## src/rtl/stage2_wb_timed.sv

```systemverilog
// Writeback stage of the axis_cpu controller: decodes the stage-1 instruction, waits on packet
// memory or the ALU, drives A/X/PC writeback, holds RET values on a handshake and times out stuck waits.
module stage2_wb_timed #(
    parameter int CODE_ADDR_WIDTH = 10,
    parameter int INSTR_WIDTH     = 64,
    parameter int TIMEOUT_WIDTH   = 8,
    parameter int TIMEOUT_CYCLES  = 200
) (
    input  logic                       clk,
    input  logic                       rst_n,
    input  logic [INSTR_WIDTH-1:0]     instr_in,
    input  logic                       prev_vld,
    output logic                       rdy,
    input  logic                       mem_vld,
    input  logic                       ALU_vld,
    input  logic                       eq,
    input  logic                       gt,
    input  logic                       ge,
    input  logic                       set,
    input  logic [31:0]                A_val,
    input  logic [31:0]                X_val,
    input  logic [5:0]                 icount,
    output logic [CODE_ADDR_WIDTH-1:0] jt_out,
    output logic [CODE_ADDR_WIDTH-1:0] jf_out,
    output logic [CODE_ADDR_WIDTH-1:0] jmp_correction,
    output logic [1:0]                 PC_sel,
    output logic                       branch_mispredict,
    output logic [2:0]                 A_sel,
    output logic [2:0]                 X_sel,
    output logic                       A_en,
    output logic                       X_en,
    output logic [3:0]                 regfile_sel_stage2,
    output logic [31:0]                imm_stage2,
    output logic                       ALU_ack,
    output logic                       acc,
    output logic                       rej,
    output logic                       stage2_reads_regfile,
    output logic                       stage2_writes_A,
    output logic                       stage2_writes_X,
    output logic                       ret_vld,
    output logic [31:0]                ret_val,
    input  logic                       ret_rdy,
    output logic                       timeout_err
);

    // BPF-style opcode fields
    localparam logic [2:0] CLS_LD = 3'd0, CLS_LDX = 3'd1, CLS_ALU = 3'd4,
                           CLS_JMP = 3'd5, CLS_RET = 3'd6, CLS_MISC = 3'd7;
    localparam logic [2:0] MODE_IMM = 3'd0, MODE_ABS = 3'd1, MODE_IND = 3'd2,
                           MODE_MEM = 3'd3, MODE_LEN = 3'd4, MODE_MSH = 3'd5;
    localparam logic [3:0] JOP_JA = 4'd0, JOP_JEQ = 4'd1, JOP_JGT = 4'd2,
                           JOP_JGE = 4'd3, JOP_JSET = 4'd4;
    localparam logic [1:0] RVAL_X = 2'd1, RVAL_A = 2'd2;

    localparam logic [1:0] PC_SEL_PLUS_1 = 2'd0, PC_SEL_PLUS_JT = 2'd1,
                           PC_SEL_PLUS_JF = 2'd2, PC_SEL_PLUS_IMM = 2'd3;
    localparam logic [2:0] A_SEL_IMM = 3'd0, A_SEL_PACKET_MEM = 3'd1, A_SEL_REGFILE = 3'd2,
                           A_SEL_LEN = 3'd3, A_SEL_ALU = 3'd4, A_SEL_X = 3'd5;
    localparam logic [2:0] X_SEL_IMM = 3'd0, X_SEL_PACKET_MEM = 3'd1, X_SEL_REGFILE = 3'd2,
                           X_SEL_LEN = 3'd3, X_SEL_MSH = 3'd4, X_SEL_A = 3'd5;

    localparam logic [TIMEOUT_WIDTH-1:0] CNT_MAX = '1;
    localparam logic [31:0]              TO_LIM  = 32'(TIMEOUT_CYCLES);

    typedef enum logic [1:0] {S_IDLE, S_WAIT, S_RET, S_ERR} state_t;

    state_t                   state, state_nxt;
    logic [TIMEOUT_WIDTH-1:0] wait_cnt, cnt_nxt;
    logic                     ret_load;

    logic [7:0]  op, jt, jf;
    logic [31:0] imm;
    logic [2:0]  cls, mode;
    logic [3:0]  jop;
    logic        unused_instr_hi;

    assign op   = instr_in[55:48];
    assign jt   = instr_in[47:40];
    assign jf   = instr_in[39:32];
    assign imm  = instr_in[31:0];
    assign cls  = op[2:0];
    assign mode = op[7:5];
    assign jop  = op[7:4];
    assign unused_instr_hi = ^instr_in[INSTR_WIDTH-1:56];

    logic        taken, wr_a, wr_x, is_mem, is_alu_op, is_ret, reads_rf, mispred_d;
    logic [1:0]  pc_sel_d;
    logic [2:0]  a_sel_d, x_sel_d;
    logic [31:0] ret_value;

    always_comb begin
        taken = 1'b0;
        case (jop)
            JOP_JEQ:  taken = eq;
            JOP_JGT:  taken = gt;
            JOP_JGE:  taken = ge;
            JOP_JSET: taken = set;
            default:  taken = 1'b0;
        endcase
    end

    always_comb begin
        wr_a      = 1'b0;
        wr_x      = 1'b0;
        a_sel_d   = A_SEL_IMM;
        x_sel_d   = X_SEL_IMM;
        is_mem    = 1'b0;
        is_alu_op = 1'b0;
        is_ret    = 1'b0;
        reads_rf  = 1'b0;
        pc_sel_d  = PC_SEL_PLUS_1;
        mispred_d = 1'b0;
        ret_value = imm;
        case (cls)
            CLS_LD: begin
                wr_a = 1'b1;
                case (mode)
                    MODE_IMM: a_sel_d = A_SEL_IMM;
                    MODE_ABS, MODE_IND: begin a_sel_d = A_SEL_PACKET_MEM; is_mem = 1'b1; end
                    MODE_MEM: begin a_sel_d = A_SEL_REGFILE; reads_rf = 1'b1; end
                    MODE_LEN: a_sel_d = A_SEL_LEN;
                    default:  wr_a = 1'b0;  // MSH only exists for X
                endcase
            end
            CLS_LDX: begin
                wr_x = 1'b1;
                case (mode)
                    MODE_IMM: x_sel_d = X_SEL_IMM;
                    MODE_ABS, MODE_IND: begin x_sel_d = X_SEL_PACKET_MEM; is_mem = 1'b1; end
                    MODE_MSH: begin x_sel_d = X_SEL_MSH; is_mem = 1'b1; end
                    MODE_MEM: begin x_sel_d = X_SEL_REGFILE; reads_rf = 1'b1; end
                    MODE_LEN: x_sel_d = X_SEL_LEN;
                    default:  wr_x = 1'b0;
                endcase
            end
            CLS_ALU: begin
                wr_a      = 1'b1;
                a_sel_d   = A_SEL_ALU;
                is_alu_op = 1'b1;
            end
            CLS_JMP: begin
                if (jop == JOP_JA) begin
                    pc_sel_d  = PC_SEL_PLUS_IMM;
                    mispred_d = (imm != 32'd0);
                end else if (jop == JOP_JEQ || jop == JOP_JGT || jop == JOP_JGE || jop == JOP_JSET) begin
                    is_alu_op = 1'b1;
                    pc_sel_d  = taken ? PC_SEL_PLUS_JT : PC_SEL_PLUS_JF;
                    mispred_d = taken ? (jt != 8'd0) : (jf != 8'd0);
                end
            end
            CLS_RET: begin
                is_ret = 1'b1;
                case (op[4:3])
                    RVAL_A:  ret_value = A_val;
                    RVAL_X:  ret_value = X_val;
                    default: ret_value = imm;
                endcase
            end
            CLS_MISC: begin
                if (op[7]) begin wr_a = 1'b1; a_sel_d = A_SEL_X; end
                else       begin wr_x = 1'b1; x_sel_d = X_SEL_A; end
            end
            default: ;
        endcase
    end

    logic awaiting, result_ok, hot, timeout_hit;

    assign awaiting    = prev_vld && (is_mem || is_alu_op);
    assign result_ok   = (is_mem && mem_vld) || (is_alu_op && ALU_vld);
    assign hot         = prev_vld && rdy && (state == S_IDLE || state == S_WAIT);
    assign timeout_hit = (TIMEOUT_CYCLES != 0) && (32'(wait_cnt) == TO_LIM);

    always_comb begin
        state_nxt = state;
        cnt_nxt   = wait_cnt;
        rdy       = 1'b0;
        ret_load  = 1'b0;
        case (state)
            S_IDLE: begin
                rdy = !awaiting || result_ok;
                if (prev_vld && rdy && is_ret) begin
                    ret_load  = 1'b1;
                    state_nxt = S_RET;
                end else if (awaiting && !result_ok) begin
                    state_nxt = S_WAIT;
                    cnt_nxt   = TIMEOUT_WIDTH'(1);
                end
            end
            S_WAIT: begin
                rdy = result_ok;
                // a result arriving on the timeout cycle still completes the instruction
                if (result_ok) begin
                    state_nxt = S_IDLE;
                    cnt_nxt   = '0;
                end else if (timeout_hit) begin
                    state_nxt = S_ERR;
                end else if (wait_cnt != CNT_MAX) begin
                    cnt_nxt = wait_cnt + TIMEOUT_WIDTH'(1);
                end
            end
            S_RET:   if (ret_rdy) state_nxt = S_IDLE;
            default: ;
        endcase
    end

    always_ff @(posedge clk) begin
        if (!rst_n) begin
            state       <= S_IDLE;
            wait_cnt    <= '0;
            ret_vld     <= 1'b0;
            ret_val     <= '0;
            timeout_err <= 1'b0;
        end else begin
            state    <= state_nxt;
            wait_cnt <= cnt_nxt;
            if (ret_load) begin
                ret_vld <= 1'b1;
                ret_val <= ret_value;
            end else if (ret_vld && ret_rdy) begin
                ret_vld <= 1'b0;
            end
            if (state_nxt == S_ERR) timeout_err <= 1'b1;
        end
    end

    assign jt_out               = {{(CODE_ADDR_WIDTH-8){1'b0}}, jt};
    assign jf_out               = {{(CODE_ADDR_WIDTH-8){1'b0}}, jf};
    assign jmp_correction       = {{(CODE_ADDR_WIDTH-6){icount[5]}}, icount};
    assign PC_sel               = pc_sel_d;
    assign A_sel                = a_sel_d;
    assign X_sel                = x_sel_d;
    assign regfile_sel_stage2   = imm[3:0];
    assign imm_stage2           = imm;
    assign branch_mispredict    = hot && mispred_d;
    assign A_en                 = hot && wr_a;
    assign X_en                 = hot && wr_x;
    assign ALU_ack              = hot && is_alu_op;
    assign acc                  = hot && is_ret && (ret_value != 32'd0);
    assign rej                  = hot && is_ret && (ret_value == 32'd0);
    assign stage2_reads_regfile = prev_vld && reads_rf;
    assign stage2_writes_A      = prev_vld && wr_a;
    assign stage2_writes_X      = prev_vld && wr_x;

endmodule

```

## config.mk

```make
export PLATFORM = sky130hd
export DESIGN_NAME = stage2_wb_timed
export DESIGN_NICKNAME = d
export VERILOG_FILES = /design/src/rtl/stage2_wb_timed.sv
export SDC_FILE = /design/constraint.sdc
export NUM_CORES = 1
export LEC_CHECK = 0
export CAP_MARGIN = 20
export CORE_MARGIN = 3
export CORE_UTILIZATION = 39
export CTS_BUF_LIST = sky130_fd_sc_hd__clkbuf_4
export DETAILED_ROUTE_END_ITERATION = 8
export GPL_TIMING_DRIVEN = 1
export PLACE_DENSITY = 0.95
export SLEW_MARGIN = 20
export SYNTH_ARGS = -nofsm -noshare
export SYNTH_HDL_FRONTEND = slang
export SYNTH_SLANG_ARGS = --single-unit
```

## constraint.sdc

```tcl
create_clock -name clk -period 5.4 [get_ports clk]
set_input_delay 0.54 -clock clk [delete_from_list [all_inputs] [get_ports clk]]
set_output_delay 0.54 -clock clk [all_outputs]
set_load 0.01 [all_outputs]
```

==> results.md, run 1 <==
* Status: finished, final reports clean
* CP Class: input pin to output pin
* Delay-heaviest family, CP: simple AND/OR/NAND/NOR gates
* Final Cycle Share at 80.9%
* Crit-path max cell delay at 0.62 ns
* Row Count at 34
* H-tree Lvls at 2
* CTS resizes at 0
* RSZ-0062 raised after global routing: false
* Clock transition at path regs at 0.12 ns
* Most common cell after layout, fill and taps aside: clkdlybuf4s50_1
* Placed cell count at 734
* DR vias at 4276
* Starting density of the core at 40.9%
* Number of non-filler instances in the completed layout at 742
* All-Layer GR Usage at 25.1%
* GRT Max-Usage Layer: met2
* Synth-to-Final Area Change at 53.7%
* IO Pins at 262
* Final nets at 781
* Synthesized area at 0.00362 mm^2
* CP Cell Sequence: clkdlybuf4s50_1 > ha_1 > nor4bb_4 > mux2_1 > nor4_1 > nand3_1 > a21oi_1 > and2_1 > clkdlybuf4s50_1
* HP Class: register to register
* Clock buffer depth at 2
* Max-cap viol count at 0
* Synth warn at 0
* Antenna Violating Nets Remaining at 0
* Cells after Synth at 487
* Critical path peak fanout at 11
* Setup Viol. Count Final at 0
* Total Power at 0.799 mW
* Number of global-route vias before repair at 4076
* Slew Viols, Final at 0
* Largest net degree at the start of global routing at 67
* Slew @ Worst Pin at 0.735 ns
* Tmin final at 4.37 ns
* First-pass GRT wire length at 20.8 mm
* Hold-fix buffers, CTS at 0
* Async S/R FF share, synth at 0%
* Setup crit start kind: input pin
* TNS Setup at 0 ns
* Critical Path Stages at 9
* Routed length per instance at 19.2 um
* Met2 Track Usage GR at 43.2%
* CTS buffer count at 5
* Via density at 5.76
* Sequential cell area fraction in the yosys report at 24.3%
* Drt first-iter violations at 175
* Power per cell area at 144 mW/mm^2
* Post-DP HPWL at 11.5 mm
* CTS tree: built
* Peak VDD IR at 0.0828 mV
* Clock skew at 0.00682 ns
* Die Y at 102 um
* Static leakage at 1.89 nW
* Worst-Skew Late Latency at 0.35 ns
* Die Wd at 102 um
* Count of flip-flops with a built-in enable after synthesis at 0
* Slowest stage cell on the critical path: clkdlybuf4s50_1
* Post-CTS Setup Bufs at 0
* FF+latch count, synth at 44
* # DRC at 0
* Setup crit end kind: output pin
* Met1 Track Usage GR at 29.9%
* Die area at 0.0105 mm^2
* GRT overflow at 0
* Port Buffers at 233
* Ant diodes at 0
* Most frequent cells in the layout: clkdlybuf4s50_1, nand2_1, dfxtp_1, o21ai_0, a22oi_1
* Hold depth at 2
* DRT Wirelength at 14.3 mm
* CTS root buf: clkbuf_4
* Share of layout cells above drive strength 1 at 4.26%
* CTS sink cnt at 44
* WP buf/inv at 2
* Critical Path AT at 3.83 ns
* Post-synth cell types at 54
* R2R depth at 7
* Max Fclk at 229 MHz
* Layout fillers at 729
* Main synth FF type: dfxtp_1
* Slew headroom at 50.7%
* Core ar. at 0.00885 mm^2
* Layout Utilization at 62.8%
* Worst EP required at 4.86 ns
* Met3 usage at 5.60%
* DRT Pass-1 Iters at 5
* CP most frequent cell: clkdlybuf4s50_1
* Synthesized area per cell at 7.43 um^2
* Gpl congestion at 1.02
* Hold Vio Cnt, Final at 0
* Initial antenna violation count at 0
==> worst min-delay path, cell delays in order, from the launching register on <==
cell and delay [ns]:
dfxtp_1 0.33, nand2_1 0.05, o21ai_1 0.05
==> synth_stat cells, types with 5 or more instances <==
| cell | n | area share [%] |
|---|---|---|
| buf_2 | 6 | 0.83 |
| nand3_1 | 9 | 1.2 |
| a22oi_1 | 28 | 5.8 |
| and3_1 | 7 | 1.2 |
| nand2b_1 | 6 | 1.0 |
| a21oi_1 | 19 | 2.6 |
| buf_4 | 66 | 14 |
| a211oi_1 | 5 | 1.0 |
| o21ai_0 | 28 | 3.9 |
| o2111ai_1 | 27 | 6.5 |
| nand2_1 | 74 | 7.7 |
| dfxtp_1 | 44 | 24 |
| and2_1 | 5 | 0.86 |
| clkbuf_1 | 29 | 3.0 |
| inv_1 | 12 | 1.2 |
| nor2_1 | 19 | 2.0 |
| nor4_1 | 21 | 3.6 |
| o21ai_1 | 12 | 1.7 |
==> where the power goes <==
| part | internal [mW] | leakage, nW | switching [mW] |
|---|---|---|---|
| clock | 0.0480 | 0.0324 | 0.107 |
| combinational | 0.169 | 1.50 | 0.137 |
| sequential | 0.332 | 0.356 | 0.00542 |
==> state kept, by name, indices dropped and copies added, names as in the netlist <==
register	count
ret_val	32
timeout_err	1
ret_vld	1
wait_cnt	8
state	2
==> per-layer routing <==
layer / vias up / wire, um
met3: 42 / 1110
met5: - / 0
met4: 0 / 565
met2: 210 / 7020
li1: 2029 / -
met1: 1995 / 5590
==> worst paths after layout <==
check | end | start | slack (ns)
max | rej | instr_in[52] | 1.03
min | ret_val[22] | ret_val[22] | 0.46
max reg2reg | wait_cnt[0] | wait_cnt[0] | 3.21
min reg2reg | ret_val[22] | ret_val[22] | 0.46
==> cell type report <==
class	count	area, um^2	share of cell area, %
Clock buffer	5	37.5	0.675
Timing Repair Buffer	238	2360	42.5
Sequential cell	44	881	15.8
Multi-Input combinational cell	331	2080	37.4
Inverter	13	48.8	0.878
Clock inverter	3	13.8	0.248
Tap cell	108	135	2.43
==> metrics by stage <==
step / area (um^2) / hold WS (ns) / setup slack (ns)
2_1_floorplan: 3630 / 0.473 / 2.48
3_3_place_gp: 5500 / 0.437 / 1.06
3_5_place_dp: 5500 / 0.443 / 1.04
4_1_cts: 5560 / 0.459 / 1.04
5_1_grt: 5560 / 0.480 / 0.830
6_report: 5560 / 0.457 / 1.03
==> kinds of logic (layout without fill, tap and decap cells) <==
family | count (synthesis) | after routing | synth area share (%)
compound gates | 151 | 151 | 30.2
fa+ha+maj | 4 | 4 | 1.38
buf+inv | 115 | 259 | 19.2
flops | 44 | 44 | 24.3
mux | 7 | 7 | 2.42
other cells | 1 | 4 | 0.104
simple gates | 165 | 165 | 22.4
Note: power is estimated with default switching activity, not from simulation.
==> inputs of run 2 (changes only) <==
Settings changed: CORE_UTILIZATION 39 to 36, PLACE_DENSITY 0.95 to 0.89.
Clock period 5.4 ns to 4.34 ns, I/O delays scaled along.
==> run 2 against run 1 <==
  * Worst setup slack got worse by 0.80 ns
  * Cell count rose by 3.4%
  * Critical endpoint unchanged
  * Register-to-register slack got worse by 1.3 ns
  * Largest cell class unchanged
  * Critical path type unchanged
==> results.md, run 2 (synthesized netlist as in run 1, its figures left out) <==
* GRT overflow at 0 (unchanged)
* Die Wd at 106 um (+3.8%)
* Met3 usage at 5.10% (-0.50 points)
* Die area at 0.0113 mm^2 (+7.8%)
* Worst EP required at 3.91 ns (-0.95 ns)
* Clock transition at path regs at 0.12 ns (about the same)
* CTS tree: built
* Biggest regs: ret_val x32, wait_cnt x8, state x2
* Static leakage at 1.91 nW (+0.90%)
* Critical path peak fanout at 59 (+48)
* Gpl congestion at 0.881 (-14%)
* Max FFs per register at 32 (unchanged)
* TNS Setup at 0 ns (unchanged)
* Hold-fix buffers, CTS at 0 (unchanged)
* CTS root buf: clkbuf_4
* Placed cell count at 759 (+3.4%)
* Row Count at 35 (+2.9%)
* Slew @ Worst Pin at 0.857 ns (+0.122 ns)
* Max Fclk at 243 MHz
* CP most frequent cell: clkdlybuf4s50_1
* Met2 Track Usage GR at 40.5% (-2.8 points)
* CTS buffer count at 5 (unchanged)
* Net switching power at 0.300 mW (+20%)
* CTS sink cnt at 44 (unchanged)
* Hold Vio Cnt, Final at 0 (unchanged)
* P_int at 0.701 mW (+28%)
* Antenna Violating Nets Remaining at 0 (unchanged)
* Share of layout cells above drive strength 1 at 4.70% (+0.44 points)
* CP Class: input pin to output pin
* WHS at 0.461 ns (+0.00368 ns)
* Most common cell after layout, fill and taps aside: clkdlybuf4s50_1
* WP buf/inv at 4 (+2)
* H-tree Lvls at 2 (unchanged)
* Layout fillers at 842 (+16%)
* Peak VDD IR at 0.102 mV (+24%)
* GRT Max-Usage Layer: met2
* CTS resizes at 0 (unchanged)
* DRT Wirelength at 14.3 mm (about the same)
* Final nets at 785 (+0.51%)
* Final Cycle Share at 94.6%
* Max-cap viol count at 0 (unchanged)
* Post-DP HPWL at 11.6 mm (+0.78%)
* Slew Viols, Final at 0 (unchanged)
* Routed length per instance at 18.6 um (-3.2%)
* Worst-Skew Late Latency at 0.33 ns (-0.02 ns)
* Initial antenna violation count at 0 (unchanged)
* Clock buffer depth at 2 (unchanged)
* Setup crit end kind: output pin
* Delay-heaviest family, CP: buffers and inverters
* Number of global-route vias before repair at 3982 (-2.3%)
* Die Y at 106 um (+3.8%)
* Most frequent cells in the layout: clkdlybuf4s50_1, nand2_1, dfxtp_1, o21ai_0, a22oi_1
* All-Layer GR Usage at 23.3% (-1.8 points)
* Register area at 881 um^2 (unchanged)
* Crit-path max cell delay at 0.55 ns (-0.07 ns)
* CP Cell Sequence: clkdlybuf4s50_1 > inv_1 > ha_1 > nor4bb_4 > buf_4 > nand2_1 > o22ai_1 > nand3_1 > a21oi_1 > and2_1 > clkdlybuf4s50_1
* IO Pins at 262 (unchanged)
* Number of non-filler instances in the completed layout at 767 (+3.4%)
* Critical Path AT at 3.67 ns (-0.16 ns)
* Sequential share of power at 41.9% (-0.3 points)
* Clk pwr share at 19.7% (+0.2 points)
* Port Buffers at 233 (unchanged)
* HP Class: register to register
* Starting density of the core at 38.1% (-2.8 points)
* Largest net degree at the start of global routing at 60 (-10%)
* # DRC at 0 (unchanged)
* Ant diodes at 0 (unchanged)
* Power per cell area at 178 mW/mm^2 (+24%)
* Status: finished, final reports clean
* Slew headroom at 42.6% (-8.2 points)
* DRT Pass-1 Iters at 7 (+2)
* Core ar. at 0.00950 mm^2 (+7.4%)
* Via density at 5.53 (-4.0%)
* First-pass GRT wire length at 21.4 mm (+3.0%)
* Clock skew at 0.00702 ns (+0.000200 ns)
* Multi-input logic area at 0.00207 mm^2 (-0.24%)
* Comb pwr share at 38.4% (about the same)
* DR vias at 4242 (-0.80%)
* Tmin final at 4.11 ns
* Synth-to-Final Area Change at 55.2%
* Setup crit start kind: input pin
* Setup Viol. Count Final at 0 (unchanged)
* Met1 Track Usage GR at 29.3% (-0.52 points)
* Sw Share at 29.9% (-1.3 points)
* RSZ-0062 raised after global routing: false
* Reg with most FFs: ret_val
* Post-CTS Setup Bufs at 0 (unchanged)
* Slowest stage cell on the critical path: buf_4
* Drt first-iter violations at 307 (+75%)
run 2: changes by cell type in the layout (fill, tap and decap cells not counted):
cell      change
nor3_1        +1
clkinv_2      -2
nor3_2        -1
buf_4         +4
clkbuf_4      +2
run 2: path summary, 6_finish.rpt:
check / to / from / cells past startpoint / slack, ns
worst max-delay path: rej / instr_in[51] / 11 / 0.23
worst min-delay path: ret_val[19] / ret_val[19] / 2 / 0.46
worst max register to register: ret_val[31] / state[1] / 6 / 1.92
worst min register to register: ret_val[19] / ret_val[19] / 2 / 0.46
run 2: per-layer routing:
layer / up-vias / part of all wire, %
met2: 217 / 50
met4: 0 / 2.0
met3: 22 / 8.0
li1: 2039 / -
met5: - / 0
met1: 1964 / 40
run 2: metrics by stage:
step	utilization, %	instance area, um^2	power, mW	setup slack, ns
after floorplan	-	3630	0.605	1.64
after global placement	58.5	5560	0.803	0.386
after detailed placement	58.5	5560	0.809	0.250
after CTS	59.1	5620	1.01	0.247
after global routing	59.1	5620	1.05	0.0201
final	59.1	5620	1.00	0.233
run 2: worst reg2reg max path: cells and delay by family (launching register included):
kind / cells / cell delay, ns
compound gates: 2 / 0.36
flops: 1 / 0.38
simple gates: 2 / 0.85
buf+inv: 2 / 0.76
run 2: cell type report:
cell class | instances | share of cell area (%)
tap | 129 | 2.87
timing repair buffer | 242 | 42.6
clock buffer | 7 | 0.936
inverter | 13 | 0.869
multi-input combinational | 331 | 36.9
sequential | 44 | 15.7
clock inverter | 1 | 0.0668
run 2: power groups by stage:
stage | sequential (mW) | combinational [mW] | clock [mW]
floorplan | 0.430 | 0.175 | 0
global placement | 0.428 | 0.375 | 0
detailed placement | 0.428 | 0.381 | 0
CTS | 0.419 | 0.383 | 0.205
global route | 0.421 | 0.407 | 0.225
finish | 0.419 | 0.385 | 0.197
